### config.mk
export PLATFORM = sky130hd
export DESIGN_NAME = core_status_responder_flat
export DESIGN_NICKNAME = d
export VERILOG_FILES = /design/src/rtl/core_ctrl_pkg.sv /design/src/rtl/core_status_responder_if.sv /design/src/rtl/sat_event_counter.sv /design/src/rtl/core_status_responder.sv /design/src/flat_wrapper.sv
export SDC_FILE = /design/constraint.sdc
export NUM_CORES = 1
export LEC_CHECK = 0
export ABC_CLOCK_PERIOD_IN_PS = 1500
export CELL_PAD_IN_SITES_DETAIL_PLACEMENT = 0
export CELL_PAD_IN_SITES_GLOBAL_PLACEMENT = 1
export CORE_MARGIN = 2
export CORE_UTILIZATION = 38
export DETAILED_ROUTE_END_ITERATION = 7
export MAX_ROUTING_LAYER = met4
export PLACE_DENSITY_LB_ADDON = 0.1
export SLEW_MARGIN = 20
export SYNTH_ARGS = -nofsm -noshare
export SYNTH_HDL_FRONTEND = slang
export SYNTH_SLANG_ARGS = --single-unit
### constraint.sdc
create_clock -name clk -period 1.5 [get_ports clk]
set_clock_uncertainty 0.1 [all_clocks]
set_input_delay 0.45 -clock clk [delete_from_list [all_inputs] [get_ports clk]]
set_output_delay 0.45 -clock clk [all_outputs]
set_load 0.02 [all_outputs]
### src/rtl/core_ctrl_pkg.sv
// Shared definitions for the controller->core instruction interface.
// Holds the bit position of every inst field, the address field ranges
// and the err vector layout. The controller imports the same package,
// so both ends agree on the encoding.
package core_ctrl_pkg;

  localparam int INST_W    = 20;

  // Single-bit command fields of inst
  localparam int SFP_STORE = 19;
  localparam int SFP_ACC   = 18;
  localparam int SFP_DIV   = 17;
  localparam int OFIFO_RD  = 16;
  localparam int EXECUTE   = 7;
  localparam int LOAD      = 6;
  localparam int QMEM_RD   = 5;
  localparam int QMEM_WR   = 4;
  localparam int KMEM_RD   = 3;
  localparam int KMEM_WR   = 2;
  localparam int PMEM_RD   = 1;
  localparam int PMEM_WR   = 0;

  // Address fields of inst
  localparam int QK_ADD_HI = 15;
  localparam int QK_ADD_LO = 12;
  localparam int P_ADD_HI  = 11;
  localparam int P_ADD_LO  = 8;

  // Sticky protocol error bits
  localparam int ERR_W       = 5;
  localparam int ERR_Q_RDWR  = 0;
  localparam int ERR_K_RDWR  = 1;
  localparam int ERR_P_RDWR  = 2;
  localparam int ERR_LD_EXEC = 3;
  localparam int ERR_OVF     = 4;

  typedef logic [INST_W-1:0] inst_t;
  typedef logic [ERR_W-1:0]  err_t;

endpackage

### src/rtl/core_status_responder_if.sv
// Controller<->core status interface.
//   inst        controller -> core  20-bit instruction word
//   start       controller -> core  begins a new pass
//   ofifo_valid core FIFO  -> core  output FIFO holds a complete row
//   q_full, k_full, ld_done, exec_done, out_wr, p_full
//               core -> controller  sequencing flags
//   err         core -> controller  sticky protocol errors
// master = controller side, slave = core (status responder) side.
interface core_status_responder_if;
  import core_ctrl_pkg::*;

  inst_t inst;
  logic  start;
  logic  ofifo_valid;
  logic  q_full;
  logic  k_full;
  logic  ld_done;
  logic  exec_done;
  logic  out_wr;
  logic  p_full;
  err_t  err;

  modport master (
    output inst, start, ofifo_valid,
    input  q_full, k_full, ld_done, exec_done, out_wr, p_full, err
  );

  modport slave (
    input  inst, start, ofifo_valid,
    output q_full, k_full, ld_done, exec_done, out_wr, p_full, err
  );

endinterface

### src/rtl/sat_event_counter.sv
// Saturating event counter with a registered full flag.
//   clk    in   clock
//   reset  in   asynchronous active-low reset
//   clr    in   restart the count (takes priority over plain counting)
//   inc    in   qualifying event this cycle
//   cnt    out  events seen since clr, saturates at DEPTH
//   full   out  registered, 1 once cnt has reached DEPTH
//   ovf    out  combinational, event arriving while already full
module sat_event_counter #(
  parameter int DEPTH = 8
) (
  input  logic                         clk,
  input  logic                         reset,
  input  logic                         clr,
  input  logic                         inc,
  output logic [$clog2(DEPTH+1)-1:0]   cnt,
  output logic                         full,
  output logic                         ovf
);

  localparam int CW = $clog2(DEPTH+1);

  logic [CW-1:0] cnt_q, cnt_d, cnt_inc;
  logic          full_q, full_d;

  assign cnt_inc = cnt_q + CW'(1);

  always_comb begin
    cnt_d  = cnt_q;
    full_d = full_q;
    if (clr) begin
      // An event coincident with clr is the first event of the new pass.
      cnt_d  = inc ? CW'(1) : '0;
      full_d = inc && (DEPTH == 1);
    end else if (inc && !full_q) begin
      cnt_d  = cnt_inc;
      full_d = (cnt_inc == CW'(DEPTH));
    end
  end

  always_ff @(posedge clk or negedge reset) begin
    if (!reset) begin
      cnt_q  <= '0;
      full_q <= 1'b0;
    end else begin
      cnt_q  <= cnt_d;
      full_q <= full_d;
    end
  end

  assign cnt  = cnt_q;
  assign full = full_q;
  // Judged against the flag before any clr, so an overflow in a start
  // cycle is still reported.
  assign ovf  = inc & full_q;

endmodule

### src/rtl/core_status_responder.sv
// Core-side status responder for the controller->core instruction bus.
// Counts qmem_wr, kmem_wr, load, execute and pmem_wr-with-ofifo_rd cycles
// since the last start and raises the matching sticky flag once each count
// reaches its depth. Also registers ofifo_valid as out_wr and collects
// sticky protocol errors.
//   clk    in   clock
//   reset  in   asynchronous active-low reset (0 = reset)
//   bus    slave side of core_status_responder_if
//            in : inst, start, ofifo_valid
//            out: q_full, k_full, ld_done, exec_done, out_wr, p_full, err
module core_status_responder
  import core_ctrl_pkg::*;
#(
  parameter int Q_DEPTH  = 8,
  parameter int K_DEPTH  = 8,
  parameter int LOAD_CYC = 8,
  parameter int EXEC_CYC = 8,
  parameter int P_DEPTH  = 8
) (
  input  logic                   clk,
  input  logic                   reset,
  core_status_responder_if.slave bus
);

  inst_t inst;
  logic  start;

  assign inst  = bus.inst;
  assign start = bus.start;

  logic q_inc, k_inc, l_inc, e_inc, p_inc;

  assign q_inc = inst[QMEM_WR];
  assign k_inc = inst[KMEM_WR];
  assign l_inc = inst[LOAD];
  assign e_inc = inst[EXECUTE];
  // SFP write-back (pmem_wr without ofifo_rd) does not fill PMEM.
  assign p_inc = inst[PMEM_WR] & inst[OFIFO_RD];

  logic [$clog2(Q_DEPTH+1)-1:0]  q_cnt;
  logic [$clog2(K_DEPTH+1)-1:0]  k_cnt;
  logic [$clog2(LOAD_CYC+1)-1:0] l_cnt;
  logic [$clog2(EXEC_CYC+1)-1:0] e_cnt;
  logic [$clog2(P_DEPTH+1)-1:0]  p_cnt;

  logic q_full, k_full, ld_done, exec_done, p_full;
  logic q_ovf, k_ovf, l_ovf, e_ovf, p_ovf;

  sat_event_counter #(.DEPTH(Q_DEPTH)) u_q_cnt (
    .clk(clk), .reset(reset), .clr(start), .inc(q_inc),
    .cnt(q_cnt), .full(q_full), .ovf(q_ovf)
  );

  sat_event_counter #(.DEPTH(K_DEPTH)) u_k_cnt (
    .clk(clk), .reset(reset), .clr(start), .inc(k_inc),
    .cnt(k_cnt), .full(k_full), .ovf(k_ovf)
  );

  sat_event_counter #(.DEPTH(LOAD_CYC)) u_l_cnt (
    .clk(clk), .reset(reset), .clr(start), .inc(l_inc),
    .cnt(l_cnt), .full(ld_done), .ovf(l_ovf)
  );

  sat_event_counter #(.DEPTH(EXEC_CYC)) u_e_cnt (
    .clk(clk), .reset(reset), .clr(start), .inc(e_inc),
    .cnt(e_cnt), .full(exec_done), .ovf(e_ovf)
  );

  sat_event_counter #(.DEPTH(P_DEPTH)) u_p_cnt (
    .clk(clk), .reset(reset), .clr(start), .inc(p_inc),
    .cnt(p_cnt), .full(p_full), .ovf(p_ovf)
  );

  err_t err_q, err_d, err_new;
  logic out_wr_q, out_wr_d;

  always_comb begin
    err_new              = '0;
    err_new[ERR_Q_RDWR]  = inst[QMEM_RD] & inst[QMEM_WR];
    err_new[ERR_K_RDWR]  = inst[KMEM_RD] & inst[KMEM_WR];
    err_new[ERR_P_RDWR]  = inst[PMEM_RD] & inst[PMEM_WR];
    err_new[ERR_LD_EXEC] = inst[LOAD] & inst[EXECUTE];
    // Only the memory writes can run past a full SRAM.
    err_new[ERR_OVF]     = q_ovf | k_ovf | p_ovf;
    // start wipes history but the current cycle's errors still land.
    err_d    = (start ? '0 : err_q) | err_new;
    out_wr_d = bus.ofifo_valid;
  end

  always_ff @(posedge clk or negedge reset) begin
    if (!reset) begin
      err_q    <= '0;
      out_wr_q <= 1'b0;
    end else begin
      err_q    <= err_d;
      out_wr_q <= out_wr_d;
    end
  end

  assign bus.q_full    = q_full;
  assign bus.k_full    = k_full;
  assign bus.ld_done   = ld_done;
  assign bus.exec_done = exec_done;
  assign bus.p_full    = p_full;
  assign bus.out_wr    = out_wr_q;
  assign bus.err       = err_q;

  // SFP controls, address fields, load/execute overruns and raw counts are
  // not used by this block.
  logic unused_ok;
  assign unused_ok = ^{inst[SFP_STORE], inst[SFP_ACC], inst[SFP_DIV],
                       inst[QK_ADD_HI:QK_ADD_LO], inst[P_ADD_HI:P_ADD_LO],
                       l_ovf, e_ovf, q_cnt, k_cnt, l_cnt, e_cnt, p_cnt};

endmodule
### src/flat_wrapper.sv
// flat-port wrapper written by rule: the top's interface ports become plain ports
module core_status_responder_flat import core_ctrl_pkg::*;
#(
  parameter int Q_DEPTH  = 8,
  parameter int K_DEPTH  = 8,
  parameter int LOAD_CYC = 8,
  parameter int EXEC_CYC = 8,
  parameter int P_DEPTH  = 8
)
  (clk, reset, bus_inst, bus_start, bus_ofifo_valid, bus_q_full, bus_k_full, bus_ld_done, bus_exec_done, bus_out_wr, bus_p_full, bus_err);
  core_status_responder_if bus_i ();
  input  logic clk;
  input  logic reset;
  input wire logic [$bits(bus_i.inst)-1:0] bus_inst;
  input wire logic [$bits(bus_i.start)-1:0] bus_start;
  input wire logic [$bits(bus_i.ofifo_valid)-1:0] bus_ofifo_valid;
  output wire logic [$bits(bus_i.q_full)-1:0] bus_q_full;
  output wire logic [$bits(bus_i.k_full)-1:0] bus_k_full;
  output wire logic [$bits(bus_i.ld_done)-1:0] bus_ld_done;
  output wire logic [$bits(bus_i.exec_done)-1:0] bus_exec_done;
  output wire logic [$bits(bus_i.out_wr)-1:0] bus_out_wr;
  output wire logic [$bits(bus_i.p_full)-1:0] bus_p_full;
  output wire logic [$bits(bus_i.err)-1:0] bus_err;
  assign bus_i.inst = bus_inst;
  assign bus_i.start = bus_start;
  assign bus_i.ofifo_valid = bus_ofifo_valid;
  assign bus_q_full = bus_i.q_full;
  assign bus_k_full = bus_i.k_full;
  assign bus_ld_done = bus_i.ld_done;
  assign bus_exec_done = bus_i.exec_done;
  assign bus_out_wr = bus_i.out_wr;
  assign bus_p_full = bus_i.p_full;
  assign bus_err = bus_i.err;
  core_status_responder #(.Q_DEPTH(Q_DEPTH), .K_DEPTH(K_DEPTH), .LOAD_CYC(LOAD_CYC), .EXEC_CYC(EXEC_CYC), .P_DEPTH(P_DEPTH)) u_core (.clk(clk), .reset(reset), .bus(bus_i));
endmodule
* Word-level counts from Yosys, hierarchy flattened
Cells that the tools add are included.
** Word-level totals
- Register bits :: 31
- Latch bits :: 0
- Memory bits (writable) :: 0
- ROM bits :: 0
- Input bits :: 24
- Output and inout bits :: 11
- Logic and storage cells :: 74
- Memories :: 0
** Operators by class
- Add/sub/neg operators :: 5
- $mul :: 0
- Div/mod/pow operators :: 0
- $lt $le $gt $ge :: 0
- Eq/ne operators :: 5
- Shift-type cells :: 0
- Mux-type cells :: 26
- Bitwise logic cells :: 11
- Reductions and logical operators :: 15
** Operators by type and width (count)
- 4-bit 2-to-1 mux :: 10
- 4-bit by 1-bit adder with 4-bit output, second input constant :: 5
- 4-bit equality test, second input constant :: 5
- 1-bit 2-to-1 mux :: 15
- 2-bit nonzero test :: 5
- 1-bit AND :: 8
- 1-bit logical AND :: 5
- 1-bit logical NOT :: 5
- 5-bit 2-to-1 mux :: 1
- 5-bit bitwise OR :: 1
- 1-bit bitwise OR :: 2

* Logic depth before layout (Yosys ltp)
- Depth after elaboration :: 4
- Gate-level depth with buffers :: 4

* By module
From an unflattened synthesis, not the netlist that was laid out.
** Unflattened totals
- Cells, all modules :: 157
- Area total of the unflattened synthesis :: 1639.1 um^2
** By module, submodules not included
- sat_event_counter :: times used 5, cells an instance 27, area each 282.8 um^2
- core_status_responder :: times used 1, cells an instance 22, area each 225.2 um^2

* Least setup slack after synthesis
No wires, ideal clock.
- Path type :: flip-flop to flip-flop
- Start point :: register u_core.u_p_cnt.cnt_q[0], in the netlist u_core.u_p_cnt.cnt[0]
- End point :: register u_core.u_p_cnt.full_q, in the netlist u_core.u_p_cnt.full
- Arrival time :: 1185 ps
- Required time :: 1334 ps
- Path slack :: 149 ps
- Stages on the path, launching flop included :: 5
- Clock period less this slack :: 1351 ps
- Cell sequence :: dfrtp_1 -> ha_1 -> xor2_1 -> nor4b_1 -> a22o_1
** On the way
- Cells in the longest elaborated chain, start to end :: 4
** RTL lines
- from (decl) :: RTL line sat_event_counter.sv:23 : logic [CW-1:0] cnt_q, cnt_d, cnt_inc;
- from (signal assigned) :: RTL line sat_event_counter.sv:46 : cnt_q <= cnt_d;
- 4-bit by 1-bit adder with 4-bit output :: RTL line sat_event_counter.sv:26 : assign cnt_inc = cnt_q + CW'(1);
- 4-bit equality test :: RTL line sat_event_counter.sv:37 : full_d = (cnt_inc == CW'(DEPTH));
- 1-bit 2-to-1 mux :: RTL line sat_event_counter.sv:35 : end else if (inc && !full_q) begin
- 1-bit 2-to-1 mux :: RTL line sat_event_counter.sv:31 : if (clr) begin
- to (signal assigned) :: RTL line sat_event_counter.sv:47 : full_q <= full_d;
- to (decl) :: RTL line sat_event_counter.sv:24 : logic full_q, full_d;
No other way between the ends. The select of a mux whose other input is x is not followed.
A chain may end at the register's enable or synchronous reset.

* Worst setup path after layout
- Start point :: register u_core.u_p_cnt.full_q, in the netlist u_core.u_p_cnt.full
- End point :: output port bus_p_full
** RTL lines
- to (decl) :: RTL line flat_wrapper.sv:22 : output wire logic [$bits(bus_i.p_full)-1:0] bus_p_full;
No word-level cell between the ends.

==> results.sh <==
export IMPL_nFillCells=370
export IMPL_grt_use_met2_pct=24.5
export IMPL_ant_nets=0
export IMPL_grt_pass1_vias=1191
export IMPL_start_util_pct=39.1
export IMPL_syn_inst=139
export IMPL_grt_max_degree=32
export IMPL_ctsHoldBuffers=0
export IMPL_startpoint="u_core.u_p_cnt.full"
export IMPL_clockBufferDepth=2
export IMPL_post_route_period_util_pct=97.7
export IMPL_worstHoldStart="u_core.bus.err[3]"
export IMPL_design_die_area_mm2=0.00462
export IMPL_setup_viol_count_final=0
export IMPL_chipWidth_um=68.0
export IMPL_grt_pass1_wl_um=5620
export IMPL_use_met3_pct=4.93
export IMPL_drt_wl_total_um=3360
export IMPL_crit_type="flop to output port"
export IMPL_viasPerCell=5.04
export IMPL_worstSetupStartpointType="flop"
export IMPL_min_period_ns=1.47
export IMPL_endpoint_kind="output port"
export IMPL_cts_buffers=5
export IMPL_ys_flop_type="dfrtp_1"
export IMPL_cts_setup_buffers=0
export IMPL_path_max_fanout=2
export IMPL_antenna_found_initial=0
export IMPL_final_hold_viol_count=0
export IMPL_path_cells="clkdlybuf4s15_2"
export IMPL_nets=227
export IMPL_hpwl_um=2410
export IMPL_crit_arrival_ns=0.92
export IMPL_die_h_um=68.0
export IMPL_maxSlewHeadroom_pct=80.9
export IMPL_io_pins=35
export IMPL_overflow=0
export IMPL_ys_warn_count=0
export IMPL_powerDensity_mw_per_mm2=958
export IMPL_drc=0
export IMPL_layout_drive_gt1_share_pct=26.3
export IMPL_syn_cell_area_mm2=0.00155
export IMPL_p_total_uw=2050
export IMPL_ys_seq_elements=31
export IMPL_root_buffer="clkbuf_8"
export IMPL_cts_tree="done"
export IMPL_timing_max_cap_violations=0
export IMPL_worst_ir_drop_vdd_v=0.000423
export IMPL_gr_usage_met1_pct=23.2
export IMPL_status="complete, no violations"
export IMPL_antenna_cells=0
export IMPL_tns_ns=0
export IMPL_ctsResizeCount=32
export IMPL_crit_required_ns=0.95
export IMPL_grt_busiest_layer="met2"
export IMPL_port_buffers=23
export IMPL_syn_num_nets=173
export IMPL_seq_area_frac_synth_pct=49.9
export IMPL_fp_coreArea_mm2=0.00397
export IMPL_crit_slowest_cell="dfrtp_1"
export IMPL_critical_path_buf_inv_count=1
export IMPL_synth_area_per_cell_um2=11.2
export IMPL_syn2layout_area_growth_pct=38.0
export IMPL_gp_congestion=0.820
export IMPL_post_place_cells=236
export IMPL_post_drt_wl_per_cell_um=13.8
export IMPL_critPathTopFamily="flip-flops"
export IMPL_vias=1229
export IMPL_hold_path_class="flop to flop"
export IMPL_reg2reg_from="u_core.u_p_cnt.cnt[1]"
export IMPL_grt_use_total_pct=17.2
export IMPL_rows=23
export IMPL_async_flop_share_pct=100
export IMPL_fmax_mhz=682
export IMPL_max_stage_delay_ns=0.38
export IMPL_drv_slew=0
export IMPL_fin_cells=244
export IMPL_cts_sinks=31
export IMPL_worst_pin_slew_ns=0.287
export IMPL_cts_max_level=2
export IMPL_drtPass1Iterations=4
export IMPL_p_leak_uw=0.00100
export IMPL_path_clk_slew_ns=0.07
export IMPL_drt_initial_drc_count=43
export IMPL_synth_edf_count=0
export IMPL_worstSkewPairLatency_ns=0.28
export IMPL_synth_cell_types=27
[synthesized netlist by cell type, drive strengths merged (3+ instances only)]
master   n  area [µm²]
mux2i    5        50.1
a21oi    8        40.0
nand2b   4        27.5
nand3    8        40.0
ha      10         125
inv      3        11.3
buf      3        15.0
nand3b   5        50.1
o21ai    8        40.0
xnor2    5        43.8
dfrtp   31         776
or3      5        31.3
a22o     5        43.8
nand2    3        11.3
a32o     3        30.0
xor2    10        87.6
nand4    4        25.0
nor2    10        37.5
[cell type report]
class	instances	area, µm²	area share (%)
sequential	31	776	36.2
multi-input combinational	101	754	35.2
timing repair buffer	51	423	19.7
clock buffer	6	82.6	3.85
tap	50	62.6	2.92
clock inverter	2	35.0	1.63
inverter	3	11.3	0.525
[cells in the final DEF, fill, tap and decap left out, types with 2 or more instances in the layout]
master | netlist | routed
a32o_1 | 3 | 3
xor2_1 | 10 | 10
a22o_1 | 5 | 5
nand2_1 | 3 | 3
ha_1 | 10 | 10
nand3_1 | 8 | 8
mux2i_1 | 5 | 5
nand3b_1 | 4 | 4
o22ai_1 | 2 | 2
o2bb2ai_1 | 2 | 2
nand4_1 | 4 | 4
nand2b_1 | 3 | 3
inv_1 | 3 | 2
clkdlybuf4s50_1 | 0 | 12
a21oi_1 | 8 | 8
dfrtp_1 | 31 | 31
buf_4 | 0 | 27
buf_2 | 3 | 5
clkdlybuf4s15_2 | 0 | 4
clkbuf_8 | 0 | 6
or3_1 | 5 | 5
xnor2_1 | 5 | 5
o21ai_0 | 8 | 8
nor2_1 | 10 | 10
clkbuf_2 | 0 | 2
[worst paths after layout]
check                                 endpoint  slack, ns  depth (start not counted)
max in group asynchronous  u_core.u_q_cnt.full       0.70                          2
max                                 bus_p_full       0.03                          1
min in group asynchronous    u_core.bus.err[3]       0.43                          2
min reg2reg                  u_core.bus.err[3]       0.40                          1
max reg2reg                u_core.u_p_cnt.full       0.10                          4
min                          u_core.bus.err[3]       0.40                          1
[where the power goes]
part	total (µW)	internal [µW]	switching [µW]
sequential	920	878	42.4
combinational	275	144	131
clock	860	537	323
[metal layers]
metal	vias up	share of wire (%)	wire length (µm)
met5	-	0	0
met4	0	1.4	47
met3	4	3.7	124
met2	21	45	1520
met1	591	50	1670
li1	613	-	-
[state kept, by name (all words and copies together), names as in the netlist]
register             count
u_core.bus.err           5
u_core.u_e_cnt.cnt       4
u_core.u_k_cnt.cnt       4
u_core.u_l_cnt.cnt       4
u_core.u_p_cnt.cnt       4
u_core.u_q_cnt.cnt       4
u_core.bus.out_wr        1
u_core.u_e_cnt.full      1
u_core.u_k_cnt.full      1
u_core.u_l_cnt.full      1
u_core.u_p_cnt.full      1
u_core.u_q_cnt.full      1
[cells by family after synthesis]
logic type | synth area share, %
multiplexers | 3.22
adder cells (fa/ha/maj) | 8.05
XOR/XNOR | 8.45
AO/OA/AOI/OAI | 13.0
buffers and inverters | 1.93
flip-flops | 49.9
AND/OR/NAND/NOR | 15.5
[through the flow]
step / area [µm²] / utilization [%] / worst slack (ns) / hold WS (ns)
finish: 2140 / 54.0 / 0.0348 / 0.404
floorplan: 1550 / - / 0.149 / 0.0544
CTS: 2180 / 54.9 / 0.00132 / 0.412
global placement: 2050 / 51.6 / -0.280 / 0.382
detailed placement: 2050 / 51.6 / -0.297 / 0.391
global route: 2140 / 54.0 / -0.00119 / 0.429
Power figures use the tool's default switching activity.
